$ cat config.mk
export PLATFORM = sky130hd
export DESIGN_NAME = mbus_ahb_bridge_flat
export DESIGN_NICKNAME = d
export VERILOG_FILES = /design/src/rtl/mbus_ahb_bridge_pkg.sv /design/src/rtl/mbus_ahb_bridge_if.sv /design/src/rtl/mbus_ahb_bridge_word_buf.sv /design/src/rtl/mbus_ahb_bridge.sv /design/src/flat_wrapper.sv
export SDC_FILE = /design/constraint.sdc
export NUM_CORES = 1
export LEC_CHECK = 0
export CORE_MARGIN = 5
export CORE_UTILIZATION = 25
export CTS_BUF_LIST = sky130_fd_sc_hd__clkbuf_4
export DETAILED_ROUTE_END_ITERATION = 8
export PLACE_DENSITY_LB_ADDON = 0.1
export SLEW_MARGIN = 20
export SYNTH_ARGS = -nofsm -noshare
export SYNTH_HDL_FRONTEND = slang
export SYNTH_SLANG_ARGS = --single-unit
export TNS_END_PERCENT = 30
$ cat constraint.sdc
create_clock -name clk -period 3 [get_ports clk]
set_input_delay 0.75 -clock clk [delete_from_list [all_inputs] [get_ports clk]]
set_output_delay 0.75 -clock clk [all_outputs]
set_load 0.02 [all_outputs]
$ cat src/rtl/mbus_ahb_bridge_pkg.sv
`default_nettype none
// ============================================================================
// Module      : mf8_bus_pkg
// Description : Shared AHB encodings, bridge state type and default base
//               address for the MF8A18 memory-bus to AHB-Lite bridge.
// Revision    : 1.0 - initial release
// ============================================================================
package mf8_bus_pkg;

  localparam logic [1:0] HTRANS_IDLE   = 2'b00;
  localparam logic [1:0] HTRANS_NONSEQ = 2'b10;
  localparam logic [1:0] HSIZE_BYTE    = 2'b00;
  localparam logic [1:0] HSIZE_WORD    = 2'b10;

  localparam logic [31:0] DEFAULT_BASE_ADDR = 32'h2000_0000;

  typedef enum logic [2:0] {
    ST_IDLE  = 3'd0,
    ST_WADDR = 3'd1,
    ST_WDATA = 3'd2,
    ST_RADDR = 3'd3,
    ST_RDATA = 3'd4,
    ST_RDONE = 3'd5
  } bridge_state_t;

  // Little-endian byte lane select from a 32-bit word
  function automatic logic [7:0] sel_byte(input logic [31:0] word, input logic [1:0] sel);
    logic [7:0] b;
    case (sel)
      2'd0:    b = word[7:0];
      2'd1:    b = word[15:8];
      2'd2:    b = word[23:16];
      default: b = word[31:24];
    endcase
    return b;
  endfunction

endpackage
`default_nettype wire

$ cat src/rtl/mbus_ahb_bridge_if.sv
`default_nettype none
// ============================================================================
// Module      : mbus_if / ahb_if
// Description : CPU memory-bus and AHB-Lite signal bundles. In mbus_if the
//               CPU is master and the bridge is slave; in ahb_if the bridge
//               is master and the eSRAM port is slave.
// Revision    : 1.0 - initial release
// ============================================================================
interface mbus_if;
  logic [15:0] maddr;
  logic [7:0]  mwdata;
  logic        mread;
  logic        mwrite;
  logic [7:0]  mrdata;
  logic        mready;

  modport master (output maddr, mwdata, mread, mwrite, input mrdata, mready);
  modport slave  (input maddr, mwdata, mread, mwrite, output mrdata, mready);
endinterface

interface ahb_if;
  logic [31:0] HADDR;
  logic [1:0]  HTRANS;
  logic [1:0]  HSIZE;
  logic        HWRITE;
  logic [31:0] HWDATA;
  logic [31:0] HRDATA;
  logic        HREADY;
  logic        HRESP;

  modport master (output HADDR, HTRANS, HSIZE, HWRITE, HWDATA, input HRDATA, HREADY, HRESP);
  modport slave  (input HADDR, HTRANS, HSIZE, HWRITE, HWDATA, output HRDATA, HREADY, HRESP);
endinterface
`default_nettype wire

$ cat src/rtl/mbus_ahb_bridge_word_buf.sv
`default_nettype none
// ============================================================================
// Module      : mbus_word_buf
// Description : One-entry word read buffer (valid/tag/data) with tag lookup,
//               whole-word fill, single-byte update and invalidate.
// Revision    : 1.0 - initial release
// ============================================================================
module mbus_word_buf #(
  parameter int TAG_BITS = 13
) (
  input  wire logic                clk,
  input  wire logic                resetn,
  input  wire logic [TAG_BITS-1:0] lookup_tag,
  output logic                     hit,
  output logic [31:0]              data,
  input  wire logic                fill_en,
  input  wire logic [TAG_BITS-1:0] fill_tag,
  input  wire logic [31:0]         fill_data,
  input  wire logic                upd_en,
  input  wire logic [1:0]          upd_sel,
  input  wire logic [7:0]          upd_byte,
  input  wire logic                inv_en
);

  logic                r_valid;
  logic [TAG_BITS-1:0] r_tag;
  logic [31:0]         r_data;

  // Buffer state; invalidate outranks fill, fill outranks byte update
  always_ff @(posedge clk or negedge resetn) begin
    if (!resetn) begin
      r_valid <= 1'b0;
      r_tag   <= '0;
      r_data  <= '0;
    end else if (inv_en) begin
      r_valid <= 1'b0;
    end else if (fill_en) begin
      r_valid <= 1'b1;
      r_tag   <= fill_tag;
      r_data  <= fill_data;
    end else if (upd_en) begin
      r_data[{upd_sel, 3'b000} +: 8] <= upd_byte;
    end
  end

  assign hit  = r_valid && (r_tag == lookup_tag);
  assign data = r_data;

endmodule
`default_nettype wire

$ cat src/rtl/mbus_ahb_bridge.sv
`default_nettype none
// ============================================================================
// Module      : mbus_ahb_bridge
// Description : MF8A18 8-bit memory bus to 32-bit AHB-Lite master. Posted
//               byte writes, word reads through a one-entry read buffer.
// Revision    : 1.0 - initial release
// ============================================================================
module mbus_ahb_bridge
  import mf8_bus_pkg::*;
#(
  parameter logic [31:0] BASE_ADDR = DEFAULT_BASE_ADDR,
  parameter int          ADDR_BITS = 15
) (
  input  wire logic clk,
  input  wire logic resetn,
  mbus_if.slave     mbus,
  ahb_if.master     ahb,
  output logic      bus_err
);

  localparam int TAG_BITS = ADDR_BITS - 2;

  bridge_state_t        r_state;
  logic [ADDR_BITS-1:0] r_addr;
  logic                 r_mready;
  logic [7:0]           r_mrdata;
  logic [31:0]          r_hwdata;
  logic                 r_bus_err;

  logic [ADDR_BITS-1:0] w_req_addr;
  logic [TAG_BITS-1:0]  w_req_tag;
  logic                 w_idle_req;
  logic                 w_hit;
  logic [31:0]          w_buf_data;
  logic                 w_fill_en;
  logic                 w_upd_en;
  logic                 w_inv_en;
  logic [1:0]           w_htrans;
  logic [1:0]           w_hsize;
  logic                 w_hwrite;
  logic [ADDR_BITS-1:0] w_off;

  assign w_req_addr = mbus.maddr[ADDR_BITS-1:0];
  assign w_req_tag  = w_req_addr[ADDR_BITS-1:2];
  // A request is only considered in IDLE and never in the mready cycle
  assign w_idle_req = (r_state == ST_IDLE) && !r_mready;

  generate
    if (ADDR_BITS < 16) begin : g_unused_hi
      logic w_unused_maddr;
      assign w_unused_maddr = ^mbus.maddr[15:ADDR_BITS];
    end
  endgenerate

  assign w_fill_en = (r_state == ST_RDATA) && ahb.HREADY && !ahb.HRESP;
  assign w_upd_en  = w_idle_req && mbus.mwrite && w_hit;
  assign w_inv_en  = ((r_state == ST_RDATA) || (r_state == ST_WDATA)) && ahb.HREADY && ahb.HRESP;

  mbus_word_buf #(.TAG_BITS(TAG_BITS)) u_buf (
    .clk        (clk),
    .resetn     (resetn),
    .lookup_tag (w_req_tag),
    .hit        (w_hit),
    .data       (w_buf_data),
    .fill_en    (w_fill_en),
    .fill_tag   (r_addr[ADDR_BITS-1:2]),
    .fill_data  (ahb.HRDATA),
    .upd_en     (w_upd_en),
    .upd_sel    (w_req_addr[1:0]),
    .upd_byte   (mbus.mwdata),
    .inv_en     (w_inv_en)
  );

  // Bridge sequencer with registered CPU-side outputs and write data
  always_ff @(posedge clk or negedge resetn) begin
    if (!resetn) begin
      r_state   <= ST_IDLE;
      r_addr    <= '0;
      r_mready  <= 1'b0;
      r_mrdata  <= 8'h00;
      r_hwdata  <= 32'h0;
      r_bus_err <= 1'b0;
    end else begin
      r_mready <= 1'b0;
      case (r_state)
        ST_IDLE: begin
          if (!r_mready) begin
            if (mbus.mwrite) begin
              r_addr   <= w_req_addr;
              r_hwdata <= {4{mbus.mwdata}};
              r_mready <= 1'b1;
              r_state  <= ST_WADDR;
            end else if (mbus.mread) begin
              if (w_hit) begin
                r_mrdata <= sel_byte(w_buf_data, w_req_addr[1:0]);
                r_mready <= 1'b1;
              end else begin
                r_addr  <= w_req_addr;
                r_state <= ST_RADDR;
              end
            end
          end
        end
        ST_WADDR: if (ahb.HREADY) r_state <= ST_WDATA;
        ST_WDATA: begin
          if (ahb.HREADY) begin
            if (ahb.HRESP) r_bus_err <= 1'b1;
            r_state <= ST_IDLE;
          end
        end
        ST_RADDR: if (ahb.HREADY) r_state <= ST_RDATA;
        ST_RDATA: begin
          if (ahb.HREADY) begin
            r_mready <= 1'b1;
            r_mrdata <= ahb.HRESP ? 8'hFF : sel_byte(ahb.HRDATA, r_addr[1:0]);
            if (ahb.HRESP) r_bus_err <= 1'b1;
            r_state  <= ST_RDONE;
          end
        end
        ST_RDONE: r_state <= ST_IDLE;
        default:  r_state <= ST_IDLE;
      endcase
    end
  end

  // AHB address-phase controls decoded from the state register only
  always_comb begin
    w_htrans = HTRANS_IDLE;
    w_hsize  = HSIZE_BYTE;
    w_hwrite = 1'b0;
    w_off    = r_addr;
    case (r_state)
      ST_WADDR: begin
        w_htrans = HTRANS_NONSEQ;
        w_hwrite = 1'b1;
      end
      ST_RADDR: begin
        w_htrans = HTRANS_NONSEQ;
        w_hsize  = HSIZE_WORD;
        w_off    = {r_addr[ADDR_BITS-1:2], 2'b00};
      end
      default: ;
    endcase
  end

  assign ahb.HTRANS = w_htrans;
  assign ahb.HSIZE  = w_hsize;
  assign ahb.HWRITE = w_hwrite;
  assign ahb.HADDR  = BASE_ADDR + 32'(w_off);
  assign ahb.HWDATA = r_hwdata;
  assign mbus.mready = r_mready;
  assign mbus.mrdata = r_mrdata;
  assign bus_err     = r_bus_err;

endmodule
`default_nettype wire
$ cat src/flat_wrapper.sv
// flat-port wrapper written by rule: the top's interface ports become plain ports
module mbus_ahb_bridge_flat import mf8_bus_pkg::*;
#(
  parameter logic [31:0] BASE_ADDR = DEFAULT_BASE_ADDR,
  parameter int          ADDR_BITS = 15
)
  (clk, resetn, bus_err, mbus_maddr, mbus_mwdata, mbus_mread, mbus_mwrite, mbus_mrdata, mbus_mready, ahb_HADDR, ahb_HTRANS, ahb_HSIZE, ahb_HWRITE, ahb_HWDATA, ahb_HRDATA, ahb_HREADY, ahb_HRESP);
  mbus_if mbus_i ();
  ahb_if ahb_i ();
  input  wire logic clk;
  input  wire logic resetn;
  output logic bus_err;
  input wire logic [$bits(mbus_i.maddr)-1:0] mbus_maddr;
  input wire logic [$bits(mbus_i.mwdata)-1:0] mbus_mwdata;
  input wire logic [$bits(mbus_i.mread)-1:0] mbus_mread;
  input wire logic [$bits(mbus_i.mwrite)-1:0] mbus_mwrite;
  output wire logic [$bits(mbus_i.mrdata)-1:0] mbus_mrdata;
  output wire logic [$bits(mbus_i.mready)-1:0] mbus_mready;
  output wire logic [$bits(ahb_i.HADDR)-1:0] ahb_HADDR;
  output wire logic [$bits(ahb_i.HTRANS)-1:0] ahb_HTRANS;
  output wire logic [$bits(ahb_i.HSIZE)-1:0] ahb_HSIZE;
  output wire logic [$bits(ahb_i.HWRITE)-1:0] ahb_HWRITE;
  output wire logic [$bits(ahb_i.HWDATA)-1:0] ahb_HWDATA;
  input wire logic [$bits(ahb_i.HRDATA)-1:0] ahb_HRDATA;
  input wire logic [$bits(ahb_i.HREADY)-1:0] ahb_HREADY;
  input wire logic [$bits(ahb_i.HRESP)-1:0] ahb_HRESP;
  assign mbus_i.maddr = mbus_maddr;
  assign mbus_i.mwdata = mbus_mwdata;
  assign mbus_i.mread = mbus_mread;
  assign mbus_i.mwrite = mbus_mwrite;
  assign mbus_mrdata = mbus_i.mrdata;
  assign mbus_mready = mbus_i.mready;
  assign ahb_HADDR = ahb_i.HADDR;
  assign ahb_HTRANS = ahb_i.HTRANS;
  assign ahb_HSIZE = ahb_i.HSIZE;
  assign ahb_HWRITE = ahb_i.HWRITE;
  assign ahb_HWDATA = ahb_i.HWDATA;
  assign ahb_i.HRDATA = ahb_HRDATA;
  assign ahb_i.HREADY = ahb_HREADY;
  assign ahb_i.HRESP = ahb_HRESP;
  mbus_ahb_bridge #(.BASE_ADDR(BASE_ADDR), .ADDR_BITS(ADDR_BITS)) u_core (.clk(clk), .resetn(resetn), .mbus(mbus_i), .ahb(ahb_i), .bus_err(bus_err));
endmodule
==> results.ini <==
[outcome]
run_status=completed

[detailed_routing]
drtIter0Drc=163
drc=0
vias_per_cell=4.53
avgRoutedWirePerCell_um=18.2
drtAntennaViolNets=0
drt-total-wl_um=14600
drtPass1Iterations=5
routed-via-count=3651

[timing]
fmaxAchievable_mhz=356
finalCriticalPeriod_ps=2810
slew_headroom_pct=54.8
rsz0062_at_grt=false
fin_crit_sh_pct=93.6
worst_pin_slew_ps=678
skew_ps=22.2
hold_violations=0
slew_violations=0
setup-violations-final=0
layout_setup_ws_ps=191

[critical_path]
cp_num_cells=3
cp.buffers_inverters=1
r2r-end=u_core.u_buf.data[24]
cp_slowest_stage_delay_ps=670
arrival_ps=2060
r2r-start=u_core.r_state[0]
crit_required_ps=2250
crit_start=u_core.r_state[1]
slowest_stage=dfrtp_1
r2r_slack_ps=780
path_cells=nand2_1 -> and2_1 -> clkdlybuf4s50_1
cpLargestDelayFamily=flip-flops
path_class=reg -> out
r2r_cells=8
critPathMaxFanout=13
setup.worst_path.start_class=flip-flop
cp-end-kind=output port
cp-endpoint=ahb_HADDR[1]

[layout]
design_area_mm2=0.00634
fillCellCount=2005
drive_above_1_share_pct=26.5
num-nets-final=603
area_growth_pct=30.7

[clock_network]
clkTransAtPathRegs_ps=150
clockBufferDepth=2
cts_tree=yes
htreeDepth=3
cts-root-buf=clkbuf_4
clk_latency_ps=480
cts.sinks=82
numCtsBuffers=9

[logic_synthesis]
synth.distinct_cells=40
yosys.area.top_type=dfrtp_1
ys_seq_area_share_pct=42.3
syn_area_mm2=0.00486
synth_area_leaders=dfrtp_1 42%, mux2_2 18%, buf_4 9.7%, mux4_2 3.7%, nand2_1 3.6%
synth.avg_cell_area_um2=11.2
yosys_warnings=0
synth_top_area_share_pct=42.3
syn_inst=432
synth-seq-cells=82

[power_and_ir_drop]
power.leakage_uw=0.00271
switching_power_uw=2070
p_sw_share_pct=38.7
internal-power_uw=3270
p_comb_share_pct=51.7
p_per_area_mw_per_mm2=842
clockPowerShare_pct=14.5
seq_power_share_pct=33.8
peakVddDrop_v=0.000454

[placed_design]
dp_hpwl_um=10500
postPlaceCellArea_mm2=0.00616
gp_congestion=0.773
dp_slack_ps=-38.7
io_buffer_count=120

[floorplan]
die_h_um=149
rows=51
start_util_pct=25.2
coreArea_mm2=0.0193
die_w_um=149
die-area_mm2=0.0223
ioPinCount=141

[global_route]
grt_max_degree=47
grt_pass1_vias=3785
grtUsageTotal_pct=13.5
antenna_found_initial=1
grt_overflow=0
grt_pass1_wl_um=22800

[worst_hold_path]
min-delay-path-class=in -> async

[job]
cap_violations=0

## synth_stat cells
cell	n
a2111oi_0	2
a211o_1	7
a211oi_1	1
a21bo_1	1
a21o_1	1
a21oi_1	1
a21oi_2	4
a222oi_1	8
a22o_1	19
and2_1	2
and3_1	1
buf_1	2
buf_2	2
buf_4	63
buf_6	1
clkbuf_1	9
conb_1	2
dfrtp_1	82
ha_1	6
inv_1	7
mux2_2	76
mux4_2	8
nand2_1	46
nand2b_1	1
nand3_1	4
nand4_1	7
nor2_1	10
nor3_1	4
nor3b_1	1
nor3b_4	2
nor4_1	2
nor4_2	3
nor4_4	1
nor4bb_1	1
o21ai_0	20
o21ai_1	8
o21bai_1	1
o41ai_1	2
xnor2_1	13
xor2_1	1
## layer usage
layer / global-route usage, % / vias up / part of all wire (%) / wire (µm)
met5: 0 / - / 0 / 0
li1: - / 1700 / - / -
met1: 17.6 / 1812 / 44 / 6460
met3: 4.04 / 13 / 6.6 / 960
met4: 3.07 / 0 / 1.1 / 161
met2: 22.2 / 126 / 48 / 7060
## layout by cell type (no fill, tap or decap), types with 3 or more instances in the layout
cell type,n
o21ai_0,20
nor3_1,4
dfrtp_1,80
inv_1,7
a22o_1,19
a222oi_1,8
nand3_1,4
ha_1,6
nand4_1,7
clkbuf_4,9
nor2_1,10
mux4_2,8
o21ai_1,8
nand2_1,46
xnor2_1,13
nor4_2,3
mux2_2,76
conb_1,19
clkdlybuf4s50_1,119
a211o_1,7
buf_4,31
a21oi_2,4
## worst register-to-register path, cell delays in order, from the launching register on
cell and delay [ps]:
dfrtp_2 490, buf_4 160, nor4_2 360, nand4_1 200, nor4_4 170, buf_4 190
a21oi_2 60, buf_4 190, mux2_2 280
## power groups by stage
stage | Combinational, µW | Clock (µW) | Sequential, µW
2_1_floorplan | 1810 | 0 | 1850
3_3_place_gp | 2770 | 0 | 1820
3_5_place_dp | 2790 | 0 | 1840
4_1_cts | 2790 | 821 | 1820
5_1_grt | 2960 | 854 | 1870
6_report | 2760 | 775 | 1800
## layout make-up
class	instances	area, µm²	area share (%)
flip-flops and latches	82	2050	32.4
clock buffers	9	67.6	1.06
multi-input cells	283	2310	36.3
repair buffers	152	1460	23.1
diodes	1	2.50	0.0394
inverters	7	26.3	0.414
clock inverters	7	92.6	1.46
well taps	265	332	5.23
## how the worst min path moves through the flow
stage                              start                    end  slack, ps
after detailed placement  u_core.bus_err         u_core.bus_err        460
after global placement    u_core.bus_err         u_core.bus_err        450
after floorplan                   resetn  u_core.ahb.HWDATA[23]        450
after CTS                         resetn  u_core.u_buf.r_tag[5]        210
final                             resetn       u_core.r_addr[3]        240
after global routing              resetn  u_core.u_buf.r_tag[5]        230
## cells by family after synthesis
group,synth area share (%)
mux,21.3
other cells,0.155
compound gates,11.4
fa+ha+maj,1.55
buf+inv,11.6
simple gates,9.17
xor+xnor,2.53
flops,42.3
## what timing repair did
item | 4_1_cts | 5_1_grt
resized for setup | 1 | 1
hold buffers | 0 | 0
buffers inserted | 0 | 2
endpoints found under the setup margin | 3 | 2
## metrics by stage
stage               total power [µW]  util [%]  instances  hold WS (ps)  setup TNS [ps]
floorplan                       3670         -        449           454               0
global placement                4590      32.0        787           447            -223
detailed placement              4630      32.0        787           455            -340
CTS                             5430      32.8        803           214               0
global route                    5680      32.9        806           232               0
finish                          5340      32.9        806           235               0
## sequential cells by signal (all words and copies together), names as in the netlist
register and count:
u_core.bus_err 1, u_core.mbus.mready 1, u_core.r_state 3, u_core.u_buf.r_tag 13, u_core.u_buf.r_valid 1, u_core.r_addr 15, u_core.u_buf.data 32, u_core.ahb.HWDATA 8
u_core.mbus.mrdata 8
No activity file was read; power rests on OpenSTA's default activity.
